[src/rtl/seq_pkg.sv]
// Shared types and sizing for the serial pattern stream controller.
package seq_pkg;

   localparam int WORD_W    = 8;                 // bits per input word
   localparam int PAT_W     = 4;                 // detector pattern width
   localparam int CNT_W     = 4;                 // per-word match count width (max 8)
   localparam int TOT_W     = 16;                // running match total width
   localparam int BIT_CNT_W = $clog2(WORD_W);
   localparam int FILL_W    = $clog2(PAT_W);

   localparam logic [TOT_W-1:0] TOT_MAX = '1;

   // Controller states: accept a word, serialise it, hand out the result.
   typedef enum logic [1:0] {
      ST_IDLE   = 2'd0,
      ST_SHIFT  = 2'd1,
      ST_REPORT = 2'd2
   } state_e;

endpackage

[src/rtl/seq_stream_ctrl_if.sv]
// Input-word and result handshakes of the stream controller.
interface seq_stream_ctrl_if;
   import seq_pkg::*;

   logic              s_valid;
   logic              s_ready;
   logic [WORD_W-1:0] s_data;
   logic              m_valid;
   logic              m_ready;
   logic [CNT_W-1:0]  m_count;

   // The controller consumes words and produces counts.
   modport slave (
      input  s_valid, s_data, m_ready,
      output s_ready, m_valid, m_count
   );

   // The environment produces words and consumes counts.
   modport master (
      output s_valid, s_data, m_ready,
      input  s_ready, m_valid, m_count
   );

endinterface

[src/rtl/seq_det_core.sv]
// Serial pattern detector: bit history, fill level, match and overlap handling.
// History survives across words so patterns straddling a word boundary match.
module seq_det_core
   import seq_pkg::*;
(
   input  logic             clk,
   input  logic             rst,            // async, active-low
   input  logic             clr,            // sync clear of history
   input  logic             load,           // word acceptance: latch config
   input  logic [PAT_W-1:0] load_pattern,
   input  logic             load_overlap,
   input  logic             bit_valid,      // one serial bit this cycle
   input  logic             bit_in,
   output logic             match
);

   localparam logic [FILL_W-1:0] FILL_FULL = FILL_W'(PAT_W - 1);

   logic [PAT_W-1:0]  pat_q,  pat_d;
   logic              ovl_q,  ovl_d;
   logic [PAT_W-2:0]  hist_q, hist_d;
   logic [FILL_W-1:0] fill_q, fill_d;
   logic              hist_clr;

   // Match on the newest bit; a coincident clr cancels it.
   always_comb begin
      match = bit_valid && !clr && (fill_q == FILL_FULL) && ({hist_q, bit_in} == pat_q);
   end

   // Next-state of configuration, history and fill.
   always_comb begin
      // NOTE: every variable gets a default first so no path leaves it unassigned and infers a latch.
      pat_d    = pat_q;
      ovl_d    = ovl_q;
      hist_d   = hist_q;
      fill_d   = fill_q;
      hist_clr = clr;

      if (load) begin
         pat_d = load_pattern;
         ovl_d = load_overlap;
         // A new pattern must not match against bits gathered for the old one.
         if (load_pattern != pat_q) hist_clr = 1'b1;
      end

      if (bit_valid && !clr) begin
         if (match && !ovl_q) begin
            hist_clr = 1'b1;
         end else begin
            hist_d = {hist_q[PAT_W-3:0], bit_in};
            if (fill_q != FILL_FULL) fill_d = fill_q + FILL_W'(1);
         end
      end

      if (hist_clr) begin
         hist_d = '0;
         fill_d = '0;
      end
   end

   // Detector state registers.
   always_ff @(posedge clk or negedge rst) begin
      if (!rst) begin
         pat_q  <= '0;
         ovl_q  <= 1'b0;
         hist_q <= '0;
         fill_q <= '0;
      end else begin
         // NOTE: non-blocking assignments so every flop samples the pre-edge value of the others.
         pat_q  <= pat_d;
         ovl_q  <= ovl_d;
         hist_q <= hist_d;
         fill_q <= fill_d;
      end
   end

endmodule

[src/rtl/seq_stream_ctrl.sv]
// Stream controller: accepts 8-bit words, feeds them LSB first into the
// serial detector, and reports the number of matches found in each word.
module seq_stream_ctrl
   import seq_pkg::*;
(
   input  logic               clk,
   input  logic               rst,          // async, active-low
   input  logic               clr,
   input  logic [PAT_W-1:0]   cfg_pattern,
   input  logic               cfg_overlap,
   seq_stream_ctrl_if.slave   bus,
   output logic [TOT_W-1:0]   det_total,
   output logic               busy
);

   localparam logic [BIT_CNT_W-1:0] LAST_BIT = BIT_CNT_W'(WORD_W - 1);

   state_e                 state_q,     state_d;
   logic [BIT_CNT_W-1:0]   bit_cnt_q,   bit_cnt_d;
   logic [CNT_W-1:0]       word_cnt_q,  word_cnt_d;
   logic [WORD_W-1:0]      data_q,      data_d;
   logic [TOT_W-1:0]       det_total_q, det_total_d;

   logic s_ready;
   logic m_valid;
   logic det_load;
   logic det_bit_valid;
   logic det_bit;
   logic det_match;

   assign det_bit = data_q[bit_cnt_q];

   seq_det_core u_det (
      .clk          (clk),
      .rst          (rst),
      .clr          (clr),
      .load         (det_load),
      .load_pattern (cfg_pattern),
      .load_overlap (cfg_overlap),
      .bit_valid    (det_bit_valid),
      .bit_in       (det_bit),
      .match        (det_match)
   );

   // FSM next-state, word counters and handshake outputs.
   always_comb begin
      state_d       = state_q;
      bit_cnt_d     = bit_cnt_q;
      word_cnt_d    = word_cnt_q;
      data_d        = data_q;
      det_load      = 1'b0;
      det_bit_valid = 1'b0;
      s_ready       = 1'b0;
      m_valid       = 1'b0;

      unique case (state_q)
         ST_IDLE: begin
            s_ready = 1'b1;
            if (bus.s_valid) begin
               data_d     = bus.s_data;
               bit_cnt_d  = '0;
               word_cnt_d = '0;
               det_load   = 1'b1;
               state_d    = ST_SHIFT;
            end
         end
         ST_SHIFT: begin
            det_bit_valid = 1'b1;
            bit_cnt_d     = bit_cnt_q + BIT_CNT_W'(1);
            if (det_match) word_cnt_d = word_cnt_q + CNT_W'(1);
            if (bit_cnt_q == LAST_BIT) state_d = ST_REPORT;
         end
         ST_REPORT: begin
            m_valid = 1'b1;
            if (bus.m_ready) state_d = ST_IDLE;
         end
         default: state_d = ST_IDLE;
      endcase
   end

   // Saturating total of matches; clr takes priority over a coincident match.
   always_comb begin
      det_total_d = det_total_q;
      if (clr) begin
         det_total_d = '0;
      end else if (det_match && (det_total_q != TOT_MAX)) begin
         det_total_d = det_total_q + TOT_W'(1);
      end
   end

   // Controller state registers.
   always_ff @(posedge clk or negedge rst) begin
      if (!rst) begin
         state_q     <= ST_IDLE;
         bit_cnt_q   <= '0;
         word_cnt_q  <= '0;
         data_q      <= '0;
         det_total_q <= '0;
      end else begin
         state_q     <= state_d;
         bit_cnt_q   <= bit_cnt_d;
         word_cnt_q  <= word_cnt_d;
         data_q      <= data_d;
         det_total_q <= det_total_d;
      end
   end

   assign bus.s_ready = s_ready;
   assign bus.m_valid = m_valid;
   assign bus.m_count = word_cnt_q;
   assign det_total   = det_total_q;
   assign busy        = (state_q != ST_IDLE);

endmodule
[src/flat_wrapper.sv]
// flat-port wrapper written by rule: the top's interface ports become plain ports
module seq_stream_ctrl_flat import seq_pkg::*;
  (clk, rst, clr, cfg_pattern, cfg_overlap, det_total, busy, bus_s_valid, bus_s_data, bus_m_ready, bus_s_ready, bus_m_valid, bus_m_count);
  seq_stream_ctrl_if bus_i ();
  input  logic clk;
  input  logic rst;
  input  logic clr;
  input  logic [PAT_W-1:0] cfg_pattern;
  input  logic cfg_overlap;
  output logic [TOT_W-1:0] det_total;
  output logic busy;
  input wire logic [$bits(bus_i.s_valid)-1:0] bus_s_valid;
  input wire logic [$bits(bus_i.s_data)-1:0] bus_s_data;
  input wire logic [$bits(bus_i.m_ready)-1:0] bus_m_ready;
  output wire logic [$bits(bus_i.s_ready)-1:0] bus_s_ready;
  output wire logic [$bits(bus_i.m_valid)-1:0] bus_m_valid;
  output wire logic [$bits(bus_i.m_count)-1:0] bus_m_count;
  assign bus_i.s_valid = bus_s_valid;
  assign bus_i.s_data = bus_s_data;
  assign bus_i.m_ready = bus_m_ready;
  assign bus_s_ready = bus_i.s_ready;
  assign bus_m_valid = bus_i.m_valid;
  assign bus_m_count = bus_i.m_count;
  seq_stream_ctrl u_core (.clk(clk), .rst(rst), .clr(clr), .cfg_pattern(cfg_pattern), .cfg_overlap(cfg_overlap), .bus(bus_i), .det_total(det_total), .busy(busy));
endmodule
[config.mk]
export PLATFORM = sky130hd
export DESIGN_NAME = seq_stream_ctrl_flat
export DESIGN_NICKNAME = d
export VERILOG_FILES = /design/src/rtl/seq_pkg.sv /design/src/rtl/seq_stream_ctrl_if.sv /design/src/rtl/seq_det_core.sv /design/src/rtl/seq_stream_ctrl.sv /design/src/flat_wrapper.sv
export SDC_FILE = /design/constraint.sdc
export NUM_CORES = 1
export LEC_CHECK = 0
export CAP_MARGIN = 20
export CORE_MARGIN = 2
export CORE_UTILIZATION = 50
export CTS_CLUSTER_SIZE = 25
export DETAILED_ROUTE_END_ITERATION = 10
export PLACE_DENSITY = 0.74
export SLEW_MARGIN = 15
export SYNTH_ARGS = -nofsm -noshare
export SYNTH_HDL_FRONTEND = slang
export SYNTH_SLANG_ARGS = --single-unit
[constraint.sdc]
create_clock -name clk -period 3.15 [get_ports clk]
set_input_delay 0.63 -clock clk [delete_from_list [all_inputs] [get_ports clk]]
set_output_delay 0.63 -clock clk [all_outputs]
set_load 0.02 [all_outputs]
==> results of run 1 <==
-- per-stage QoR --
step	utilization, %	setup slack, ps
after global placement	62.8	664
after floorplan	-	831
after CTS	65.5	795
after global routing	65.5	672
after detailed placement	62.8	624
final	65.5	799
-- worst max path at each step --
stage	start	to	cells past startpoint	slack (ps)
global placement	clr	u_core.det_total[5]	6	660
CTS	u_core.bit_cnt_q[0]	u_core.det_total[13]	6	790
global route	u_core.bit_cnt_q[0]	u_core.det_total[9]	6	670
finish	u_core.bit_cnt_q[0]	u_core.det_total[3]	6	800
detailed placement	clr	u_core.det_total[1]	6	620
floorplan	clr	u_core.det_total[15]	6	830
-- layer usage --
metal | vias to the layer above | track usage (%)
li1 | 954 | -
met1 | 937 | 28.1
met2 | 66 | 32.0
met3 | 7 | 4.58
met4 | 0 | 6.71
met5 | - | 0
-- placed cells by master, fill, tap and decap left out, types with 2 or more instances in the layout --
cell type,instances
a21boi_0,2
a21oi_1,8
a22o_1,2
a32o_1,2
and2_1,3
and4_1,3
buf_4,5
clkbuf_8,6
clkdlybuf4s50_1,39
dfrtp_1,43
ha_1,5
inv_1,5
mux2_2,9
mux2i_1,3
mux4_2,2
nand2_1,55
nand2b_1,2
nand3_1,6
nand4_1,6
nor2_1,15
nor2b_1,12
nor3_1,4
nor4_1,7
nor4b_1,2
o2111ai_1,2
o21ai_0,8
o311ai_0,2
o31ai_1,5
or4_1,5
xnor2_1,8
-- final cells by class --
class	instances	area (um^2)
fillers	381	1520
inverters	5	18.8
multi-input cells	187	1180
clock inverters	2	35.0
flip-flops and latches	43	1080
well taps	52	65.1
clock buffers	6	82.6
repair buffers	45	433
-- power by group through the flow --
stage	Clock (W)	Combinational (W)	Sequential (W)
2_1_floorplan	0	0.000571	0.000799
3_3_place_gp	0	0.000764	0.000819
3_5_place_dp	0	0.000776	0.000824
4_1_cts	0.000462	0.000777	0.000815
5_1_grt	0.000483	0.000867	0.000832
6_report	0.000449	0.000771	0.000814
-- worst max-delay path: stages, from the launching register on --
cell and delay (ps):
dfrtp_1 450, mux4_2 560, mux2i_4 220, xnor2_1 90, buf_4 210, nor4_1 350, mux2_2 370
-- cells by family after synthesis --
| family | Yosys count | synth area share, % |
|---|---|---|
| AOI/OAI and AO/OA | 35 | 10.1 |
| buffers and inverters | 16 | 2.64 |
| xor gates and xnor gates | 9 | 3.40 |
| muxes | 15 | 8.58 |
| DFF | 43 | 46.4 |
| adders and majority gates | 5 | 2.70 |
| and+or+nand+nor | 123 | 26.1 |
-- sequential cells by signal (all words and copies together), names as in the netlist --
name	cells
u_core.bit_cnt_q	3
u_core.data_q	8
u_core.state_q	2
u_core.u_det.fill_q	2
u_core.bus.m_count	4
u_core.u_det.hist_q	3
u_core.det_total	16
u_core.u_det.pat_q	4
u_core.u_det.ovl_q	1
==> metrics.yaml, run 1 <==
run_status:
  status: "finished, final reports clean"
synthesis:
  netlist_top_cells_area: "dfrtp_1, nand2_1, mux2_2, nor2b_1, xnor2_1"
  syn_avg_cell_area_um2: 9.42
  synth-main-ff-cell: "dfrtp_1"
  synthTopCellsByCount: "nand2_1, dfrtp_1, nor2_1"
  synth_top_area_share_pct: 46.4
  async_flop_share_pct: 100
  synth.cell_area_um2: 2320
  ys_types: 38
  yosysWarnings: 0
  yosys.area.top_type: "dfrtp_1"
  synth_edf_count: 0
  syn_nets: 269
  yosysMostFrequentCell: "nand2_1"
  synth_seq_cells: 43
  synthCells: 246
  yosysSeqAreaShare_pct: 46.4
timing:
  hold_viol_final: 0
  setup_violations: 0
  fmax_mhz: 425
  rsz0062_at_grt: "false"
  fin_crit_ps: 2350
  max_slew_margin_pct: 36.4
  final_max_slew_viol_count: 0
  clock_skew_ps: 8.54
  fin_crit_sh_pct: 74.6
  worst_slew_pin_slew_ps: 954
  setup_tns_ps: 0
  whs_ps: 473
global_route:
  grtUsageTotal_pct: 20.4
  antenna_found_initial: 0
  grt_pass1_wl_um: 8370
  grt_overflow: 0
  grt_pass1_vias: 1881
  grt_max_degree: 44
placed_design:
  dp_cells: 332
  place.gp.congestion: 0.844
  place_hpwl_um: 3250
  port_buffers: 40
  placed_area_um2: 2770
detailed_routing:
  met1_length_um: 2240
  post_drt_wl_per_cell_um: 13.9
  wl_um: 4740
  vias_per_cell: 5.78
  drt_pass1_iterations: 4
  wl_met2_um: 2190
  vias: 1964
  wl_met3_um: 236
  antenna_left: 0
  routed.top_layer: "met4"
  drc: 0
  drtIter0Drc: 144
job:
  maxCapViolations: 0
die:
  dieArea_um2: 5200
  core_um2: 4410
  die_y_um: 72.1
  start_util_pct: 52.5
  core.rowCount: 24
  fp.dieW_um: 72.1
  ios: 41
clock_network:
  cts_hold_buf: 0
  postCtsSetupBuffers: 0
  clk_pin_slew_ps: 80
  clockBufferDepth: 2
  cts-buffers-inserted: 5
  cts_resized: 0
  clock-sinks: 43
  htree_levels: 2
  cts-root-buf: "clkbuf_8"
  cts_tree: "yes"
  insertion_delay_ps: 300
final_layout:
  layout.nets: 310
  layout-drive-gt1-share_pct: 9.38
  stdcell_area_um2: 2890
  layout.cells.non_filler: 340
  area_delta_synth_final_pct: 24.7
  n_antenna_cell: 0
pwr:
  seqPwrFrac_pct: 40.0
  power_frac_comb_pct: 37.9
  clock_power_share_pct: 22.1
  power_w: 0.00203
  p_per_area_nw_per_um2: 704
  cellLeakagePower_nw: 1.22
  p_sw_w: 0.000772
  p_sw_share_pct: 38.0
  peakVddDrop_uv: 478
  p_int_w: 0.00126
setup_path:
  cp-end-kind: "register"
  crit_fanout: 25
  worstSetupPathType: "reg -> reg"
  r2r_slack_ps: 800
  required_ps: 3340
  crit-reg2reg-launch: "u_core.bit_cnt_q[0]"
  worstSetupStartpointType: "register"
  reg2reg_depth: 6
  cp_data_arrival_time_ps: 2540
  rr_endpoint: "u_core.det_total[3]"
min_path:
  min_path_type: "in -> async"
Power figures use the tool's default switching activity.
==> run 2: changes to the inputs <==
==> constraint.sdc (replaced) <==
create_clock -name clk -period 2.2 [get_ports clk]
set_input_delay 0.44 -clock clk [delete_from_list [all_inputs] [get_ports clk]]
set_output_delay 0.44 -clock clk [all_outputs]
set_load 0.02 [all_outputs]
==> run 2 against run 1 <==
Cell area increased by 11%; cell count grew 4.1%; die area unchanged; flip-flop and latch count unchanged; clock skew fell by 1.1 ps; clock-buffer cell count unchanged; combinational power increased by 110%; hold slack got worse by 270 ps; non-clock buffer count is 15 higher; clock power rose by 34%; sequential share of layout area fell by 3.7 points; register-to-register slack got worse by 760 ps; largest cell class unchanged; largest power group is now combinational cells.
==> metrics.yaml, run 2 (synthesized netlist as in run 1, its figures left out) <==
pwr:
  cellLeakagePower_nw: 1.34  # +9.8%
  p_sw_share_pct: 40.1  # +2.1 points
  power_frac_comb_pct: 48.0  # +10 points
  peakVddDrop_uv: 781  # +64%
  p_int_w: 0.00204  # +62%
  clock_power_share_pct: 17.6  # -4.5 points
  p_sw_w: 0.00137  # +77%
  seqPwrFrac_pct: 34.4  # -5.6 points
  p_per_area_nw_per_um2: 1060  # +50%
job:
  maxCapViolations: 0  # unchanged
clock_network:
  cts-buffers-inserted: 5  # unchanged
  htree_levels: 2  # unchanged
  insertion_delay_ps: 300  # about the same
  clockBufferDepth: 2  # unchanged
  cts-root-buf: "clkbuf_8"
  clk_pin_slew_ps: 80  # about the same
  cts_tree: "yes"
  clock-sinks: 43  # unchanged
final_layout:
  final_common_cell: "nand2_1"
  layout.nets: 325  # +4.8%
  n_antenna_cell: 0  # unchanged
  area_delta_synth_final_pct: 38.7
  nFillCells: 340  # -11%
  regArea_um2: 1080  # +0.12%
  largest_reg_flops: 16  # unchanged
  layout-drive-gt1-share_pct: 20.5  # +11 points
  multi_input_area_um2: 1400  # +19%
  stdcell_area_um2: 3220  # +11%
  mostFrequentLayoutCells: "nand2_1, dfrtp_1, clkdlybuf4s50_1"
timing:
  max_slew_margin_pct: 51.0  # +15 points
  worst_slack_ps: 34.6  # -765 ps
  hold_viol_final: 0  # unchanged
  rsz0062_at_grt: "true"
  final_max_slew_viol_count: 0  # unchanged
  setup_violations: 0  # unchanged
  worst_slew_pin_slew_ps: 734  # -220 ps
  clock_skew_ps: 7.43  # -1.12 ps
  fin_crit_ps: 2170  # -185 ps
  fin_crit_sh_pct: 98.4  # +24 points
  fmax_mhz: 462  # +8.6%
global_route:
  grt_overflow: 0  # unchanged
  grt_pass1_vias: 1955  # +3.9%
  grt_pass1_wl_um: 9030  # +7.9%
  antenna_found_initial: 0  # unchanged
  grtUsageTotal_pct: 21.8  # +1.4 points
  grt_max_degree: 44  # unchanged
setup_path:
  worstSetupStartpointType: "register"
  cp-end-kind: "register"
  crit_fanout: 11  # -56%
  cp_data_arrival_time_ps: 2390  # -150 ps
  cp_slowest_cell: "mux4_2"
  cp_slowest_stage_delay_ps: 540  # -20 ps
  path_cells: "mux4_2, mux2i_4, xnor2_2, buf_6, or4_4, a21oi_2"
  required_ps: 2430  # -910 ps
  worstSetupPathType: "reg -> reg"
detailed_routing:
  drt_pass1_iterations: 4  # unchanged
  drc: 0  # unchanged
  vias: 1987  # +1.2%
  post_drt_wl_per_cell_um: 15.2  # +8.9%
  wl_um: 5370  # +13%
  vias_per_cell: 5.61  # -2.8%
  drtIter0Drc: 94  # -35%
  antenna_left: 0  # unchanged
placed_design:
  place_ws_ps: -131  # -755 ps
  port_buffers: 40  # unchanged
  placed_area_um2: 2880  # +3.9%
  place.gp.congestion: 0.822  # -2.5%
  place_hpwl_um: 3530  # +8.6%
die:
  die_y_um: 72.1  # unchanged
  fp.dieW_um: 72.1  # unchanged
  ios: 41  # unchanged
  dieArea_um2: 5200  # unchanged
  core.rowCount: 24  # unchanged
  start_util_pct: 52.5  # unchanged
  core_um2: 4410  # unchanged
min_path:
  min_path_type: "in -> async"
run_status:
  status: "finished, final reports clean"
run 2: changes by cell type in the layout (fill, tap and decap cells not counted), moves of 3 or more:
cell | previous run | this run
a21oi_1 | 8 | 5
nor4_4 | 0 | 6
nor4_1 | 7 | 0
or4_4 | 0 | 3
mux2_4 | 0 | 8
buf_4 | 5 | 18
or4_1 | 5 | 2
mux2_2 | 9 | 1
a21oi_2 | 0 | 3
run 2: power groups by stage:
stage / clock network (W) / registers (W) / logic (W)
2_1_floorplan: 0 / 0.00114 / 0.000830
3_3_place_gp: 0 / 0.00117 / 0.00125
3_5_place_dp: 0 / 0.00118 / 0.00127
4_1_cts: 0.000604 / 0.00117 / 0.00143
5_1_grt: 0.000638 / 0.00120 / 0.00179
6_report: 0.000601 / 0.00117 / 0.00163
run 2: through the flow:
stage / cells / setup TNS (ps) / power [W] / hold slack [ps] / util [%]
floorplan: 246 / -53.3 / 0.00197 / 144 / -
global placement: 345 / -877 / 0.00242 / 455 / 65.3
detailed placement: 345 / -1380 / 0.00245 / 464 / 65.3
CTS: 354 / -83.6 / 0.00320 / 233 / 69.6
global route: 354 / -393 / 0.00363 / 279 / 72.9
finish: 354 / 0 / 0.00340 / 202 / 72.9
run 2: worst paths after layout:
path,startpoint,to,slack [ps],cells past startpoint
setup / recovery,u_core.bit_cnt_q[0],u_core.det_total[2],30,6
hold / removal,rst,u_core.det_total[0],200,2
setup reg to reg,u_core.bit_cnt_q[0],u_core.det_total[2],30,6
hold reg to reg,u_core.data_q[6],u_core.data_q[6],480,2
max in group asynchronous,rst,u_core.bit_cnt_q[0],1600,2
min in group clk,u_core.data_q[6],u_core.data_q[6],480,2
run 2: area by class of cell:
| cell class | instances | share of cell area, % |
|---|---|---|
| multi-input combinational | 187 | 43.5 |
| sequential | 43 | 33.5 |
| clock buffer | 6 | 2.26 |
| timing repair buffer | 60 | 17.2 |
| clock inverter | 1 | 0.933 |
| tap | 52 | 2.02 |
| inverter | 5 | 0.583 |
run 2: repair_timing:
action	CTS	global route
hold buffers	0	0
setup buffers	2	0
setup endpoints to repair	12	24
pin swaps	0	2
gates resized for setup	13	30
run 2: critical path: cells and delay by family, from the launching register on:
family          cells  cell delay [ps]
flops               1              400
xor+xnor            1              110
simple gates        1              490
buf+inv             1              180
mux                 2              750
compound gates      1              170
run 2: per-layer routing:
layer	part of all wire (%)	GRT usage, %
met1	48	29.4
met2	47	36.3
met3	3.3	4.17
met4	1.4	5.66
met5	0	0
==> run 3: changes to the inputs <==
--- a/config.mk
+++ b/config.mk
@@ -7,10 +7,10 @@
 export LEC_CHECK = 0
 export CAP_MARGIN = 20
 export CORE_MARGIN = 2
-export CORE_UTILIZATION = 50
+export CORE_UTILIZATION = 47
 export CTS_CLUSTER_SIZE = 25
 export DETAILED_ROUTE_END_ITERATION = 10
-export PLACE_DENSITY = 0.74
+export PLACE_DENSITY = 0.73
 export SLEW_MARGIN = 15
 export SYNTH_ARGS = -nofsm -noshare
 export SYNTH_HDL_FRONTEND = slang
==> constraint.sdc (replaced) <==
create_clock -name clk -period 1.9 [get_ports clk]
set_input_delay 0.38 -clock clk [delete_from_list [all_inputs] [get_ports clk]]
set_output_delay 0.38 -clock clk [all_outputs]
set_load 0.02 [all_outputs]
==> run 3 against run 2 <==
The run now ends with setup timing left; combinational power increased by 26%; total power up 17%; critical path depth unchanged; cell count is 9.3% higher; utilization is 1.7 points lower; via count is 4.9% higher; wire length increased by 5.0%; flip-flop and latch count is the same; critical path type unchanged; largest cell class unchanged; highest routed layer unchanged.
==> metrics.yaml, run 3 (synthesized netlist as in run 1, its figures left out) <==
die:
  core_um2: 4750  # +7.7%
  fp.dieW_um: 74.2  # +3.0%
  dieArea_um2: 5510  # +6.0%
  core.rowCount: 25  # +4.2%
  ios: 41  # unchanged
  die_y_um: 74.2  # +3.0%
  start_util_pct: 48.8  # -3.8 points
final_layout:
  layout.cells.non_filler: 387  # +9.3%
  n_antenna_cell: 0  # unchanged
  largest_reg_flops: 16  # unchanged
  final_common_cell: "nand2_1"
  mostFrequentLayoutCells: "nand2_1, dfrtp_1, clkdlybuf4s50_1"
  area_delta_synth_final_pct: 46.0
  layout.nets: 342  # +5.2%
  layout-drive-gt1-share_pct: 25.9  # +5.4 points
  fin_util_pct: 71.2  # -1.7 points
placed_design:
  port_buffers: 40  # unchanged
  place.gp.congestion: 0.815  # -0.84%
  dp_cells: 373  # +8.1%
  place_hpwl_um: 3790  # +7.3%
clock_network:
  clockBufferDepth: 2  # unchanged
  cts-buffers-inserted: 5  # unchanged
  cts-root-buf: "clkbuf_8"
  clk_pin_slew_ps: 80  # about the same
  insertion_delay_ps: 300  # about the same
  clock-sinks: 43  # unchanged
  cts_tree: "yes"
  htree_levels: 2  # unchanged
global_route:
  grt_pass1_vias: 1828  # -6.5%
  antenna_found_initial: 0  # unchanged
  grtUsageTotal_pct: 21.3  # -0.47 points
  grt_max_degree: 28  # -36%
  grt_pass1_wl_um: 8940  # -1.0%
  grt_overflow: 0  # unchanged
detailed_routing:
  drt_pass1_iterations: 4  # unchanged
  drc: 0  # unchanged
  vias: 2084  # +4.9%
  vias_per_cell: 5.39  # -4.1%
  wl_um: 5640  # +5.0%
  post_drt_wl_per_cell_um: 14.6  # -3.9%
  drtIter0Drc: 174  # +85%
  antenna_left: 0  # unchanged
timing:
  fin_crit_ps: 2130  # -33.8 ps
  rsz0062_at_grt: "true"
  worst_slack_ps: -232  # -266 ps
  whs_ps: 33.3  # -169 ps
  setup_violations: 25  # +25
  fin_crit_sh_pct: 112  # +14 points
  final_max_slew_viol_count: 0  # unchanged
  max_slew_margin_pct: 62.0  # +11 points
  worst_slew_pin_slew_ps: 564  # -169 ps
  fmax_mhz: 469  # +1.6%
  clock_skew_ps: 8.97  # +1.55 ps
  hold_viol_final: 0  # unchanged
setup_path:
  cp_data_arrival_time_ps: 2320  # -70 ps
  cp-end-kind: "register"
  worstSetupStartpointType: "register"
  worstSetupPathType: "reg -> reg"
  required_ps: 2090  # -340 ps
  crit_fanout: 13  # +2
  reg2reg_depth: 6  # unchanged
job:
  maxCapViolations: 0  # unchanged
run_status:
  violations: "setup timing"
  status: "complete, but fails checks"
min_path:
  min_path_type: "in -> async"
pwr:
  peakVddDrop_uv: 711  # -8.9%
  p_per_area_nw_per_um2: 1180  # +12%
  cellLeakagePower_nw: 1.44  # +7.4%
[run 3: changes by cell type in the layout (fill, tap and decap cells not counted), moves of 4 or more]
cell	before	now
dlygate4sd2_1	0	4
mux2_2	1	5
nor4_4	6	2
mux2_4	8	4
clkdlybuf4s50_1	39	35
nor4_2	1	5
buf_4	18	30
[run 3: critical path, cell delays in order (launching register included)]
cell,delay (ps)
dfrtp_1,410
mux4_2,550
mux2i_4,190
xnor2_2,120
buf_6,180
nor4b_2,230
mux2_2,360
[run 3: stage by stage]
| stage | setup WS (ps) | instance area (um^2) | TNS, ps | power (W) |
|---|---|---|---|---|
| 3_3_place_gp | -342 | 3070 | -6710 | 0.00298 |
| 2_1_floorplan | -225 | 2400 | -2390 | 0.00244 |
| 4_1_cts | -242 | 3280 | -3930 | 0.00371 |
| 5_1_grt | -321 | 3380 | -6210 | 0.00428 |
| 3_5_place_dp | -530 | 3070 | -10900 | 0.00301 |
| 6_report | -232 | 3380 | -3830 | 0.00399 |
[run 3: area by class of cell]
cell class	count	area [um^2]
inverters	5	18.8
clock buffers	7	76.3
multi-input cells	187	1390
clock inverters	1	5.00
well taps	67	83.8
fillers	359	1370
repair buffers	77	733
flip-flops and latches	43	1080
[run 3: layer usage]
| layer | track usage (%) | vias up | part of all wire (%) |
|---|---|---|---|
| li1 | - | 1018 | - |
| met1 | 30.5 | 1018 | 47 |
| met2 | 32.8 | 45 | 48 |
| met3 | 4.07 | 3 | 3.7 |
| met4 | 6.94 | 0 | 0.57 |
| met5 | 0 | - | 0 |
[run 3: power breakdown]
group	internal (W)	leakage, nW	switching (W)
registers	0.00114	0.570	0.000225
logic	0.000968	0.828	0.00109
clock network	0.000259	0.0422	0.000316
total	0.00236	1.44	0.00163
[run 3: final timing paths]
kind	slack, ps	to	from
worst max-delay path	-230	u_core.det_total[15]	u_core.bit_cnt_q[0]
worst min-delay path	30	u_core.det_total[7]	rst
worst max register to register	-230	u_core.det_total[15]	u_core.bit_cnt_q[0]
worst min register to register	480	u_core.data_q[5]	u_core.data_q[5]
max in group asynchronous	1360	u_core.bit_cnt_q[0]	rst
min in group clk	480	u_core.data_q[5]	u_core.data_q[5]
[run 3: repair_timing]
item,CTS,global route
endpoints found under the setup margin,28,26
setup buffers,1,4
gates cloned,1,0
resized for setup,23,19
hold buffers,0,0
pin swaps,6,3
==> edit (config.mk and constraints of run 3) <==
Reset style: synchronous (`rst`), changed in 2 clocked blocks. Comments in the files are not updated.
--- a/src/rtl/seq_det_core.sv
+++ b/src/rtl/seq_det_core.sv
@@ -59,7 +59,7 @@
    end
 
    // Detector state registers.
-   always_ff @(posedge clk or negedge rst) begin
+   always_ff @(posedge clk) begin
       if (!rst) begin
          pat_q  <= '0;
          ovl_q  <= 1'b0;
--- a/src/rtl/seq_stream_ctrl.sv
+++ b/src/rtl/seq_stream_ctrl.sv
@@ -89,7 +89,7 @@
    end
 
    // Controller state registers.
-   always_ff @(posedge clk or negedge rst) begin
+   always_ff @(posedge clk) begin
       if (!rst) begin
          state_q     <= ST_IDLE;
          bit_cnt_q   <= '0;
Check against the original RTL: differs if rst is asserted again (counterexample within 4 cycles, from zero or initial values and one cycle with rst low); with rst held inactive, the same outputs for 10 cycles.
==> edit against run 3 <==
The flow still finishes with violations (negative setup slack); critical path type unchanged; worst setup slack got worse by 0.033 ns; final cell count fell by 9.0%; cell area fell by 16%; area after synthesis fell by 12%; die area fell by 11%; critical endpoint is now u_core.det_total[12]; sequential cell count did not move; first-iteration DRC count fell by 26%; maximum frequency fell by 1.5%; count of clock-buffer cells in the layout fell by 1; clock skew fell by 0.0016 ns; wire length fell by 17%.
Power is not compared: it rests on default switching activity, and its combinational part moved more than twofold at a synthesized area within 25%.
==> edit: results (changes against run 3) <==
<table>
<tr><th>Metric</th><th>Value</th></tr>
<tr><th colspan="2">Run status</th></tr>
<tr><td>Status</td><td>finished, violations left</td></tr>
<tr><td>Violated checks</td><td>negative setup slack</td></tr>
<tr><th colspan="2">Placed design</th></tr>
<tr><td>Instance area after placement</td><td>2641 um^2 (-14%)</td></tr>
<tr><td>Gpl congestion</td><td>0.7320 (-10%)</td></tr>
<tr><th colspan="2">Timing</th></tr>
<tr><td>Clk_skew</td><td>0.007329 ns (-0.001645 ns)</td></tr>
<tr><td>Setup TNS</td><td>-3.868 ns (-0.03544 ns)</td></tr>
<tr><td>Rel. slew slack</td><td>74.81% (+13 points)</td></tr>
<tr><td>Number of endpoints failing setup at the final stage</td><td>25 (unchanged)</td></tr>
<tr><td>Final hold slack</td><td>0.4601 ns (+0.4268 ns)</td></tr>
<tr><td>Final worst slack</td><td>-0.2648 ns (-0.03312 ns)</td></tr>
<tr><th colspan="2">Setup path</th></tr>
<tr><td>Crit path largest cell delay</td><td>0.49 ns (-0.06 ns)</td></tr>
<tr><td>Terminus of the critical flop-to-flop path</td><td>u_core.det_total[12]</td></tr>
<tr><td>Data arrival time of the critical path</td><td>2.40 ns (+0.08 ns)</td></tr>
<tr><td>Worst reg2reg startpoint</td><td>u_core.bit_cnt_q[0]</td></tr>
<tr><th colspan="2">GRT</th></tr>
<tr><td>Tot GR Track Use</td><td>20.08% (-1.2 points)</td></tr>
<tr><td>First-pass GRT wire length</td><td>7.907 mm (-12%)</td></tr>
<tr><td>Maximum number of pins on one net before global-route repair</td><td>25 (-11%)</td></tr>
<tr><th colspan="2">Logic synthesis</th></tr>
<tr><td>Mux cell area share after synthesis</td><td>3.417% (-5.2 points)</td></tr>
<tr><td>Sequential area share after synthesis</td><td>41.98% (-4.4 points)</td></tr>
<tr><td>Synthesized net count</td><td>261 (-3.0%)</td></tr>
<tr><td>Commonest cells post-synth</td><td>sky130_fd_sc_hd__dfxtp_1 (43), sky130_fd_sc_hd__nand2_1 (41), sky130_fd_sc_hd__a21boi_0 (18)</td></tr>
<tr><td>Post-synthesis adder-cell area fraction</td><td>3.051% (+0.35 points)</td></tr>
<tr><th colspan="2">Routing</th></tr>
<tr><td>Wire length reported by the detailed router</td><td>4.695 mm (-17%)</td></tr>
<tr><td>Initial detailed-routing violation count</td><td>128 (-26%)</td></tr>
<tr><th colspan="2">Worst hold path</th></tr>
<tr><td>Worst hold path class</td><td>reg2reg</td></tr>
<tr><th colspan="2">Final layout</th></tr>
<tr><td>Fraction of layout cells with a size suffix above 1</td><td>16.33% (-9.6 points)</td></tr>
</table>
## edit: how the worst max path moves through the flow
stage	endpoint	slack (ns)	start	depth (start not counted)
after floorplan	u_core.det_total[11]	-0.24	u_core.bit_cnt_q[0]	7
after global placement	u_core.bus.m_count[3]	-0.21	u_core.bit_cnt_q[0]	6
after detailed placement	u_core.bus.m_count[3]	-0.29	u_core.bit_cnt_q[0]	6
after CTS	u_core.det_total[12]	-0.24	u_core.bit_cnt_q[0]	7
after global routing	u_core.det_total[10]	-0.32	u_core.bit_cnt_q[0]	7
final	u_core.det_total[12]	-0.26	u_core.bit_cnt_q[0]	7
## edit: cell type report
type	count	area [um^2]
fillers	366	1408
inverters	4	15.01
clock inverters	1	5.005
clock buffers	6	82.58
multi-input cells	183	1222
repair buffers	63	601.8
flip-flops and latches	43	864.6
well taps	52	65.06
## edit: timing repair
action / in CTS / in global routing
hold buffers: 0 / 0
buffers inserted: 2 / 1
resized for setup: 9 / 12
pin swaps: 6 / 4
endpoints found under the setup margin: 25 / 27
gates cloned: 1 / 0
## edit: per-layer routing
layer / track usage (%) / part of all wire (%) / vias up
met3: 5.051 / 4.1 / 7
met5: 0 / 0 / -
met2: 33.86 / 50 / 46
met1: 24.43 / 44 / 894
li1: - / - / 952
met4: 8.120 / 1.4 / 0
## edit: metrics by stage
step | cells | utilization, %
2_1_floorplan | 238 | -
3_3_place_gp | 342 | 61.94
3_5_place_dp | 342 | 61.94
4_1_cts | 352 | 65.76
5_1_grt | 352 | 66.99
6_report | 352 | 66.99
## edit: power groups by stage
stage	registers (mW)	logic [mW]	clock network, mW
6_report	0.941	0.230	0.585
5_1_grt	0.945	0.252	0.643
4_1_cts	0.941	0.226	0.599
3_5_place_dp	0.962	0.206	0
3_3_place_gp	0.962	0.203	0
2_1_floorplan	0.958	0.111	0
